$ cat config.mk
export PLATFORM = sky130hd
export DESIGN_NAME = rc4_key_search_scheduler_flat
export DESIGN_NICKNAME = d
export VERILOG_FILES = /design/src/rtl/rc4_pkg.sv /design/src/rtl/rc4_key_search_scheduler_if.sv /design/src/rtl/rc4_run_watchdog.sv /design/src/rtl/rc4_key_search_scheduler.sv /design/src/flat_wrapper.sv
export SDC_FILE = /design/constraint.sdc
export NUM_CORES = 1
export LEC_CHECK = 0
export ABC_AREA = 1
export BUFFER_PORTS_ARGS = -buffer_cell sky130_fd_sc_hd__buf_2
export CORE_UTILIZATION = 41
export CTS_BUF_LIST = sky130_fd_sc_hd__clkbuf_8
export CTS_CLUSTER_SIZE = 14
export DETAILED_ROUTE_END_ITERATION = 10
export PLACE_DENSITY = 0.57
export SLEW_MARGIN = 20
export SYNTH_ARGS = -nofsm -noshare
export SYNTH_HDL_FRONTEND = slang
export SYNTH_SLANG_ARGS = --single-unit
$ cat constraint.sdc
create_clock -name clk -period 5.85 [get_ports clk]
set_input_delay 0.2925 -clock clk [delete_from_list [all_inputs] [get_ports clk]]
set_output_delay 0.2925 -clock clk [all_outputs]
set_load 0.005 [all_outputs]
$ cat src/rtl/rc4_pkg.sv
`default_nettype none
// ============================================================================
// Module  : rc4_pkg
// Brief   : Shared types and defaults for the RC4 key-search scheduler slice.
// Revision: 1.0
// ============================================================================
package rc4_pkg;

    localparam int          KEY_W_DEF   = 24;
    localparam logic [23:0] KEY_MIN_DEF = 24'h000000;
    localparam logic [23:0] KEY_MAX_DEF = 24'h3FFFFF;

    typedef enum logic [2:0] {
        ST_IDLE      = 3'd0,
        ST_HOLD      = 3'd1,
        ST_RUN       = 3'd2,
        ST_FOUND     = 3'd3,
        ST_EXHAUSTED = 3'd4
    } sched_state_e;

endpackage
`default_nettype wire

$ cat src/rtl/rc4_key_search_scheduler_if.sv
`default_nettype none
// ============================================================================
// Module  : rc4_key_search_scheduler_if
// Brief   : Control/status bundle between software, the scheduler and the core.
// Revision: 1.0
// ============================================================================
interface rc4_key_search_scheduler_if #(
    parameter int KEY_W = rc4_pkg::KEY_W_DEF
);
    logic             start;
    logic             abort;
    logic             core_done;
    logic             core_key_valid;
    logic             core_rst;
    logic [KEY_W-1:0] key;
    logic             busy;
    logic             found;
    logic             exhausted;
    logic [KEY_W-1:0] found_key;
    logic [KEY_W-1:0] keys_tried;
    logic             timeout_err;

    modport master (
        output start, abort, core_done, core_key_valid,
        input  core_rst, key, busy, found, exhausted, found_key, keys_tried, timeout_err
    );

    modport slave (
        input  start, abort, core_done, core_key_valid,
        output core_rst, key, busy, found, exhausted, found_key, keys_tried, timeout_err
    );
endinterface
`default_nettype wire

$ cat src/rtl/rc4_run_watchdog.sv
`default_nettype none
// ============================================================================
// Module  : rc4_run_watchdog
// Brief   : Counts RUN cycles of one candidate; flags the TIMEOUT_CYCLES-1 limit.
// Revision: 1.0
// ============================================================================
module rc4_run_watchdog #(
    parameter int TIMEOUT_CYCLES = 65535
) (
    input  logic clk,
    input  logic rst,
    input  logic clear,
    input  logic enable,
    output logic expired
);
    localparam int                 c_cnt_w = (TIMEOUT_CYCLES > 1) ? $clog2(TIMEOUT_CYCLES) : 1;
    localparam logic [c_cnt_w-1:0] c_limit = c_cnt_w'(TIMEOUT_CYCLES - 1);

    logic [c_cnt_w-1:0] r_count;

    // Saturates at the limit so a stalled enable cannot wrap back to zero.
    always_ff @(posedge clk) begin
        if (rst || clear) begin
            r_count <= '0;
        end else if (enable && (r_count != c_limit)) begin
            r_count <= r_count + 1'b1;
        end
    end

    assign expired = enable && (r_count == c_limit);

endmodule
`default_nettype wire

$ cat src/rtl/rc4_key_search_scheduler.sv
`default_nettype none
// ============================================================================
// Module  : rc4_key_search_scheduler
// Brief   : Steps the RC4 controller through a key range until hit/exhaust/abort.
// Revision: 1.0
// ============================================================================
module rc4_key_search_scheduler
    import rc4_pkg::*;
#(
    parameter int               KEY_W          = KEY_W_DEF,
    parameter logic [KEY_W-1:0] KEY_MIN        = KEY_MIN_DEF,
    parameter logic [KEY_W-1:0] KEY_MAX        = KEY_MAX_DEF,
    parameter int               KEY_STEP       = 1,
    parameter int               RST_CYCLES     = 2,
    parameter int               TIMEOUT_CYCLES = 65535
) (
    input  logic                      clk,
    input  logic                      rst,
    rc4_key_search_scheduler_if.slave bus
);
    localparam logic [2:0] c_st_idle      = ST_IDLE;
    localparam logic [2:0] c_st_hold      = ST_HOLD;
    localparam logic [2:0] c_st_run       = ST_RUN;
    localparam logic [2:0] c_st_found     = ST_FOUND;
    localparam logic [2:0] c_st_exhausted = ST_EXHAUSTED;

    localparam int                  c_hold_w    = (RST_CYCLES > 1) ? $clog2(RST_CYCLES) : 1;
    localparam logic [c_hold_w-1:0] c_hold_last = c_hold_w'(RST_CYCLES - 1);
    localparam logic [KEY_W:0]      c_step_ext  = (KEY_W + 1)'(KEY_STEP);
    localparam logic [KEY_W:0]      c_max_ext   = {1'b0, KEY_MAX};

    logic [2:0]          r_state;
    logic [c_hold_w-1:0] r_hold_cnt;
    logic [KEY_W-1:0]    r_key;
    logic [KEY_W-1:0]    r_found_key;
    logic [KEY_W-1:0]    r_keys_tried;
    logic                r_found;
    logic                r_exhausted;
    logic                r_timeout_err;

    logic                w_in_run;
    logic                w_wd_expired;
    logic [KEY_W:0]      w_next_key_ext;
    logic                w_last_key;

    assign w_in_run = (r_state == c_st_run);

    // One extra bit so a step past the top of the key space reads as "done".
    assign w_next_key_ext = {1'b0, r_key} + c_step_ext;
    assign w_last_key     = (w_next_key_ext > c_max_ext);

    rc4_run_watchdog #(
        .TIMEOUT_CYCLES (TIMEOUT_CYCLES)
    ) u_watchdog (
        .clk     (clk),
        .rst     (rst),
        .clear   (!w_in_run),
        .enable  (w_in_run),
        .expired (w_wd_expired)
    );

    always_ff @(posedge clk) begin
        if (rst) begin
            r_state       <= c_st_idle;
            r_hold_cnt    <= '0;
            r_key         <= KEY_MIN;
            r_found_key   <= '0;
            r_keys_tried  <= '0;
            r_found       <= 1'b0;
            r_exhausted   <= 1'b0;
            r_timeout_err <= 1'b0;
        end else begin
            case (r_state)
                c_st_idle, c_st_found, c_st_exhausted: begin
                    if (bus.start) begin
                        r_state       <= c_st_hold;
                        r_hold_cnt    <= '0;
                        r_key         <= KEY_MIN;
                        r_keys_tried  <= '0;
                        r_found       <= 1'b0;
                        r_exhausted   <= 1'b0;
                        r_timeout_err <= 1'b0;
                    end
                end
                c_st_hold: begin
                    if (bus.abort) begin
                        r_state <= c_st_idle;
                    end else if (r_hold_cnt == c_hold_last) begin
                        r_state    <= c_st_run;
                        r_hold_cnt <= '0;
                    end else begin
                        r_hold_cnt <= r_hold_cnt + 1'b1;
                    end
                end
                c_st_run: begin
                    // Abort wins over a verdict; a verdict wins over the watchdog.
                    if (bus.abort) begin
                        r_state <= c_st_idle;
                    end else if (bus.core_done || w_wd_expired) begin
                        r_keys_tried <= r_keys_tried + 1'b1;
                        if (!bus.core_done) begin
                            r_timeout_err <= 1'b1;
                        end
                        if (bus.core_done && bus.core_key_valid) begin
                            r_state     <= c_st_found;
                            r_found     <= 1'b1;
                            r_found_key <= r_key;
                        end else if (w_last_key) begin
                            r_state     <= c_st_exhausted;
                            r_exhausted <= 1'b1;
                        end else begin
                            r_state <= c_st_hold;
                            r_key   <= w_next_key_ext[KEY_W-1:0];
                        end
                    end
                end
                default: r_state <= c_st_idle;
            endcase
        end
    end

    assign bus.core_rst    = !w_in_run;
    assign bus.busy        = (r_state == c_st_hold) || w_in_run;
    assign bus.key         = r_key;
    assign bus.found       = r_found;
    assign bus.exhausted   = r_exhausted;
    assign bus.found_key   = r_found_key;
    assign bus.keys_tried  = r_keys_tried;
    assign bus.timeout_err = r_timeout_err;

endmodule
`default_nettype wire

$ cat src/flat_wrapper.sv
// flat-port wrapper written by rule: the top's interface ports become plain ports
module rc4_key_search_scheduler_flat import rc4_pkg::*;
#(
    parameter int               KEY_W          = KEY_W_DEF,
    parameter logic [KEY_W-1:0] KEY_MIN        = KEY_MIN_DEF,
    parameter logic [KEY_W-1:0] KEY_MAX        = KEY_MAX_DEF,
    parameter int               KEY_STEP       = 1,
    parameter int               RST_CYCLES     = 2,
    parameter int               TIMEOUT_CYCLES = 65535
)
  (clk, rst, bus_start, bus_abort, bus_core_done, bus_core_key_valid, bus_core_rst, bus_key, bus_busy, bus_found, bus_exhausted, bus_found_key, bus_keys_tried, bus_timeout_err);
  rc4_key_search_scheduler_if #(.KEY_W(KEY_W)) bus_i ();
  input  logic clk;
  input  logic rst;
  input wire logic [$bits(bus_i.start)-1:0] bus_start;
  input wire logic [$bits(bus_i.abort)-1:0] bus_abort;
  input wire logic [$bits(bus_i.core_done)-1:0] bus_core_done;
  input wire logic [$bits(bus_i.core_key_valid)-1:0] bus_core_key_valid;
  output wire logic [$bits(bus_i.core_rst)-1:0] bus_core_rst;
  output wire logic [$bits(bus_i.key)-1:0] bus_key;
  output wire logic [$bits(bus_i.busy)-1:0] bus_busy;
  output wire logic [$bits(bus_i.found)-1:0] bus_found;
  output wire logic [$bits(bus_i.exhausted)-1:0] bus_exhausted;
  output wire logic [$bits(bus_i.found_key)-1:0] bus_found_key;
  output wire logic [$bits(bus_i.keys_tried)-1:0] bus_keys_tried;
  output wire logic [$bits(bus_i.timeout_err)-1:0] bus_timeout_err;
  assign bus_i.start = bus_start;
  assign bus_i.abort = bus_abort;
  assign bus_i.core_done = bus_core_done;
  assign bus_i.core_key_valid = bus_core_key_valid;
  assign bus_core_rst = bus_i.core_rst;
  assign bus_key = bus_i.key;
  assign bus_busy = bus_i.busy;
  assign bus_found = bus_i.found;
  assign bus_exhausted = bus_i.exhausted;
  assign bus_found_key = bus_i.found_key;
  assign bus_keys_tried = bus_i.keys_tried;
  assign bus_timeout_err = bus_i.timeout_err;
  rc4_key_search_scheduler #(.KEY_W(KEY_W), .KEY_MIN(KEY_MIN), .KEY_MAX(KEY_MAX), .KEY_STEP(KEY_STEP), .RST_CYCLES(RST_CYCLES), .TIMEOUT_CYCLES(TIMEOUT_CYCLES)) u_core (.clk(clk), .rst(rst), .bus(bus_i));
endmodule
==> run summary, run 1 <==
Slew headroom - 0.448
crit path cell chain - inv_1 > nor2_1 > nand2_1 > nor2_1 > inv_1 > nor2_2 > buf_4 > inv_1 > nor2_1 > nor2_1
worst endpoint required time - 6.13 ns
clk sinks - 95
crit path kind - flip-flop to flip-flop
Cell variety after synth - 32
core box area - 0.0121 mm^2
Tcrit/Tclk final - 0.504
initial DRC count - 273
register-to-register setup slack - 2.90 ns
maximum number of pins on one net before global-route repair - 46
DRC Markers - 0
Clock Tree Root - clkbuf_8
worst skew pair latency - 0.38 ns
vias - 5100
max-cap viol count - 0
Die H - 114 um
leading area contributor after synthesis - dfxtp_1
path depth of the worst reg2reg path - 10
critical-path maximum fanout - 23
Post-synth EDFFs - 0
Commonest cells post-synth - 177 x nand2_1, 118 x nor2_1, 95 x dfxtp_1
dpl hpwl - 9850 um
die area - 0.0129 mm^2
hold path cells - 4
sequential cell area fraction in the yosys report - 0.373
startpoint types - flip-flop
top-area cell type share of the netlist area - 0.373
first-pass iteration count of the detailed router - 5
Yosys warnings - 0
TritonCTS clock tree - built
TNS Setup - 0 ns
worst reg2reg path startpoint - u_core.r_state[1]
Pleak - 2.38 nW
CP Data Arrival Time - 3.23 ns
number of global-route vias before repair - 4558
Placer Congestion - 0.888
Async SR Flop Fraction - 0
antenna violations before repair - 0
CTS resizes - 0
leading post-synthesis cells by cell area - dfxtp_1 37%, nand2_1 13%, nor2_1 8.7%
# IOs - 83
DR WL/cell - 13.1 um
gr ovfl total - 0
# setup viols final - 0
RSZ-0062 raised after global routing - no
Reg2Reg Capture Point - u_core.bus.found_key[1]
CP max stage cell - nor2_2
f_max - 0.339 GHz
Slew Viols, Final - 0
antenna cells - 0
PnR Total Power - 0.00206 W
Mapped Cells - 777
Hold Crit Class - input pin to flip-flop
Final WS setup - 2.90 ns
source of the critical timing path - u_core.r_state[1]
Initial Util - 0.423
vias per cell - 5.01
worst clock skew - 0.00733 ns
H-tree levels - 3
Design Area, Final - 0.00583 mm^2
layout cell share with drive strength beyond 1 - 0.155
mapped cell area - 0.00510 mm^2
WHS Endpoint - u_core.r_state[0]
CTS max path bufs - 2
syn avg cell area - 6.56 um^2
TritonCTS Buffers - 9
Period minus WS final - 2.95 ns
Peak VDD IR - 182 uV
Main synth FF type - dfxtp_1
Nets - 856
Area after DPL - 0.00561 mm^2
Yosys reg bits - 95
CP peak stage delay - 0.64 ns
Slew @ Worst Pin - 0.827 ns
I/O Buffers - 82
worst slack, placed - 2.89 ns
first-pass GRT wire length - 22100 um
Antenna Nets Post-Route - 0
worst hold start - bus_abort
Cell Pwr Density - 353 mW/mm^2
chip width - 114 um
most frequent CP cell - nor2_1
# hold bufs at CTS - 0
post-CTS setup buffer count - 0
CP bufs+invs - 4
CP top delay family - simple AND/OR/NAND/NOR gates
final number of hold-violating endpoints - 0
Routed WL - 13400 um
Rows - 40
Syn Nets - 788
count leader, synth - nand2_1
Critical Path End Type - flip-flop
status - finished clean
Hold Slack - 0.273 ns
area delta synth->final - 14.5%
aggregate global-route resource usage - 0.214
Worst-path clk slew - 0.10 ns
## per-layer routing
metal	wire length, um	part of all wire	GRT usage	vias up
met1	6530	0.49	0.285	2319
met2	6010	0.45	0.343	103
met3	481	0.036	0.0313	18
met5	0	0	0	-
li1	-	-	-	2660
met4	347	0.026	0.0991	0
## power breakdown
group          total, W  internal [W]  switching (W)
Clock          0.000492      0.000241       0.000251
Sequential     0.000871      0.000737       0.000133
Combinational  0.000700      0.000249       0.000451
## cells in the final DEF (no fill, tap or decap), drive strengths merged
cell	synthesis	routed
a211oi	3	3
a21oi	75	75
a2bb2oi	1	1
a31oi	1	1
buf	10	85
bufinv	0	2
clkbuf	18	9
clkinv	0	1
clkinvlp	0	3
dfxtp	95	95
ha	5	5
inv	82	83
nand2	182	182
nand3	56	56
nand3b	3	3
nand4	16	16
nor2	124	124
nor3	26	26
nor4	8	8
o21ai	46	46
o21ba	1	1
or2	4	4
xnor2	4	4
xor2	17	17
## registers in the layout, summed over array words and instances (netlist names)
name	count
u_core.bus.key	24
u_core.bus.keys_tried	24
u_core.u_watchdog.r_count	16
u_core.r_state	3
u_core.r_hold_cnt	1
u_core.bus.exhausted	1
u_core.bus.timeout_err	1
u_core.bus.found_key	24
u_core.bus.found	1
## worst max path at each step
stage | cells past startpoint | slack (ns) | to
global route | 10 | 2.60 | u_core.bus.found_key[2]
global placement | 10 | 2.89 | u_core.bus.found_key[1]
detailed placement | 10 | 2.89 | u_core.bus.found_key[1]
finish | 10 | 2.90 | u_core.bus.found_key[1]
CTS | 10 | 2.87 | u_core.bus.found_key[1]
floorplan | 15 | 3.74 | u_core.bus.key[10]
## metrics by stage
stage                     instances   util
after floorplan                 777      -
after global placement         1002  0.465
after detailed placement       1002  0.465
after CTS                      1018  0.484
after global routing           1018  0.484
final                          1018  0.484
## worst register-to-register path: stages, from the launching register on
cell and delay (ns):
dfxtp_1 0.38, inv_1 0.06, nor2_1 0.12, nand2_1 0.36
nor2_1 0.32, inv_1 0.10, nor2_2 0.64, buf_4 0.37
inv_1 0.21, nor2_1 0.22, nor2_1 0.07
## cell type report
class | count | area [um^2]
fill | 1248 | 6230
multi-input combinational | 572 | 2760
sequential | 95 | 1900
timing repair buffer | 85 | 433
inverter | 82 | 308
tap | 168 | 210
clock buffer | 9 | 124
clock inverter | 7 | 96.3
## logic make-up after synthesis
logic type,after synthesis,share of synthesized area
buffers and inverters,110,0.0857
adders and majority gates,5,0.0123
xor gates and xnor gates,21,0.0361
AOI/OAI and AO/OA,127,0.131
and+or+nand+nor,419,0.362
DFF,95,0.373
(Power assumes the default switching activity.)
==> inputs of run 2 (changes only) <==
Settings changed: ABC_AREA 1 to 0, PLACE_DENSITY 0.57 to 0.58.
Clock period 5.85 ns to 3 ns, I/O delays scaled along.
==> run summary, run 2 <==
Slew Viols, Final - 0 (unchanged)
layout cell share with drive strength beyond 1 - 0.248 (+0.0928)
Worst-path clk slew - 0.09 ns (about the same)
first-pass GRT wire length - 20500 um (-7.1%)
Placer Congestion - 0.829 (-6.7%)
count leader, synth - nand2_1
most frequent cells in the layout - 97 x nand2_1, 94 x dfxtp_1, 82 x buf_2, 62 x nor2_1, 37 x a21oi_1
chip width - 110 um (-3.5%)
core box area - 0.0110 mm^2 (-8.5%)
Rows - 38 (-5.0%)
Slew headroom - 0.383 (-0.0657)
CP max stage cell - or4_4
CP peak stage delay - 0.61 ns (-0.03 ns)
startpoint types - flip-flop
worst slack, placed - -0.00132 ns (-2.89 ns)
number of global-route vias before repair - 4048 (-11%)
XOR/XNOR share of the synthesized area - 0.0758 (+0.0397)
first-pass iteration count of the detailed router - 4 (-1)
top-area cell type share of the netlist area - 0.401 (+0.0282)
H-tree levels - 3 (unchanged)
Slew @ Worst Pin - 0.926 ns (+0.0994 ns)
Pleak - 2.14 nW (-10%)
CP bufs+invs - 1 (-3)
Hold Slack - 0.0973 ns (-0.176 ns)
TNS Setup - 0 ns (unchanged)
syn avg cell area - 8.31 um^2 (+27%)
max-cap viol count - 0 (unchanged)
antenna cells - 0 (unchanged)
CP Data Arrival Time - 3.19 ns (-0.04 ns)
Async SR Flop Fraction - 0 (unchanged)
mapped cell area - 0.00474 mm^2 (-7.0%)
Mapped Cells - 570 (-27%)
sequential cell area fraction in the yosys report - 0.401 (+0.0282)
RSZ-0062 raised after global routing - no
worst skew pair latency - 0.38 ns (about the same)
Nets - 667 (-22%)
clk sinks - 95 (unchanged)
f_max - 0.348 GHz (+2.5%)
critical-path maximum fanout - 14 (-39%)
TritonCTS clock tree - built
adder-cell share of the synthesized area - 0.0132 (+0.000927)
Routed WL - 12500 um (-6.5%)
Syn Nets - 581 (-26%)
crit path cell chain - nand3_2 > or4_4 > a2111oi_4 > o21ba_2 > nand2_4 > buf_4 > nor3_1 > mux2i_1
vias per cell - 5.48 (+9.3%)
I/O Buffers - 82 (unchanged)
leading area contributor after synthesis - dfxtp_1
CTS max path bufs - 2 (unchanged)
main combinational cell family by area after synthesis - simple AND/OR/NAND/NOR gates
Clock Tree Root - clkbuf_8
area delta synth->final - 18.4%
Cell Pwr Density - 522 mW/mm^2 (+48%)
final number of hold-violating endpoints - 0 (unchanged)
PnR Total Power - 0.00293 W (+42%)
most common library cell in the layout ignoring fill and taps - nand2_1
post-synthesis mux area share - 0.0201 (+0.0201)
Post-synth EDFFs - 0 (unchanged)
aggregate global-route resource usage - 0.222 (+0.00779)
vias - 4386 (-14%)
Main synth FF type - dfxtp_1
TritonCTS Buffers - 9 (unchanged)
Cell variety after synth - 68 (+110%)
initial DRC count - 217 (-21%)
gr ovfl total - 0 (unchanged)
crit path kind - flip-flop to flip-flop
status - finished clean
Period minus WS final - 2.88 ns (-0.0723 ns)
post-synthesis compound-gate area fraction - 0.129 (-0.00172)
Tcrit/Tclk final - 0.959 (+0.455)
Antenna Nets Post-Route - 0 (unchanged)
worst clock skew - 0.00320 ns (-0.00414 ns)
# setup viols final - 0 (unchanged)
Yosys warnings - 0 (unchanged)
DR WL/cell - 15.6 um (+19%)
worst endpoint required time - 3.32 ns (-2.81 ns)
Post-Synth Simple-Gate Area - 0.309 (-0.0529)
Fillers - 1088 (-13%)
leading post-synthesis cells by cell area - dfxtp_1 40%, nand2_1 7.7%, nor2_1 4.9%
Die H - 110 um (-3.5%)
Initial Util - 0.430 (+0.00706)
Commonest cells post-synth - 97 x nand2_1, 95 x dfxtp_1, 62 x nor2_1
antenna violations before repair - 0 (unchanged)
die area - 0.0120 mm^2 (-6.9%)
Core Util, Final - 0.509 (+0.0251)
# IOs - 83 (unchanged)
Hold Crit Class - input pin to flip-flop
dpl hpwl - 8690 um (-12%)
Final WS setup - 0.122 ns (-2.78 ns)
DRC Markers - 0 (unchanged)
Yosys reg bits - 95 (unchanged)
Critical Path End Type - flip-flop
CP top delay family - simple AND/OR/NAND/NOR gates
Peak VDD IR - 300 uV (+65%)
maximum number of pins on one net before global-route repair - 41 (-11%)
[run 2: final timing paths]
kind,startpoint,endpoint,slack (ns),cells after the start
setup / recovery,u_core.bus.key[5],u_core.bus.key[21],0.12,8
hold / removal,rst,u_core.r_state[0],0.1,4
setup reg to reg,u_core.bus.key[5],u_core.bus.key[21],0.12,8
hold reg to reg,u_core.bus.found_key[10],u_core.bus.found_key[10],0.45,2
[run 2: per-layer routing]
| layer | share of wire | vias to the layer above | track usage | routed length (um) |
|---|---|---|---|---|
| li1 | - | 2167 | - | - |
| met1 | 0.47 | 2095 | 0.294 | 5820 |
| met2 | 0.47 | 107 | 0.361 | 5920 |
| met3 | 0.040 | 17 | 0.0285 | 505 |
| met4 | 0.020 | 0 | 0.0981 | 250 |
| met5 | 0 | - | 0 | 0 |
[run 2: logic make-up (layout without fill, tap and decap cells)]
kind of cell               Yosys count  in the layout
and+or+nand+nor                    287            287
xor gates and xnor gates            41             41
buffers and inverters               49            140
DFF                                 95             95
muxes                                9              9
adders and majority gates            5              5
AOI/OAI and AO/OA                   84             84
[run 2: timing repair]
action / 4_1_cts / 5_1_grt
setup endpoints to repair: 4 / 6
buffers inserted: 0 / 2
pin swaps: 0 / 1
resized for setup: 1 / 3
hold buffers: 0 / 0
[run 2: per-stage QoR]
step	cell area, um^2	cells
after detailed placement	5340	783
final	5610	801
after global placement	5340	783
after floorplan	4740	570
after CTS	5590	799
after global routing	5610	801
[run 2: power by group]
group	internal [W]	leakage, nW	total [W]	switching, W
combinational	0.000190	1.25	0.000554	0.000364
clock	0.000573	0.122	0.00104	0.000468
sequential	0.00129	0.766	0.00133	0.0000479
[run 2: layout make-up]
cell class / instances / area (um^2) / share of cell area
tap: 140 / 175 / 0.0312
timing repair buffer: 112 / 636 / 0.113
multi-input combinational: 426 / 2610 / 0.465
clock buffer: 10 / 138 / 0.0245
sequential: 95 / 1900 / 0.339
clock inverter: 6 / 108 / 0.0192
inverter: 12 / 45.0 / 0.00802
[run 2: worst register-to-register path, cell delays in order (launching register included)]
cell and delay, ns:
dfxtp_1 0.53, nand3_2 0.17, or4_4 0.61, a2111oi_4 0.31
o21ba_2 0.23, nand2_4 0.12, buf_4 0.25, nor3_1 0.38
mux2i_1 0.22
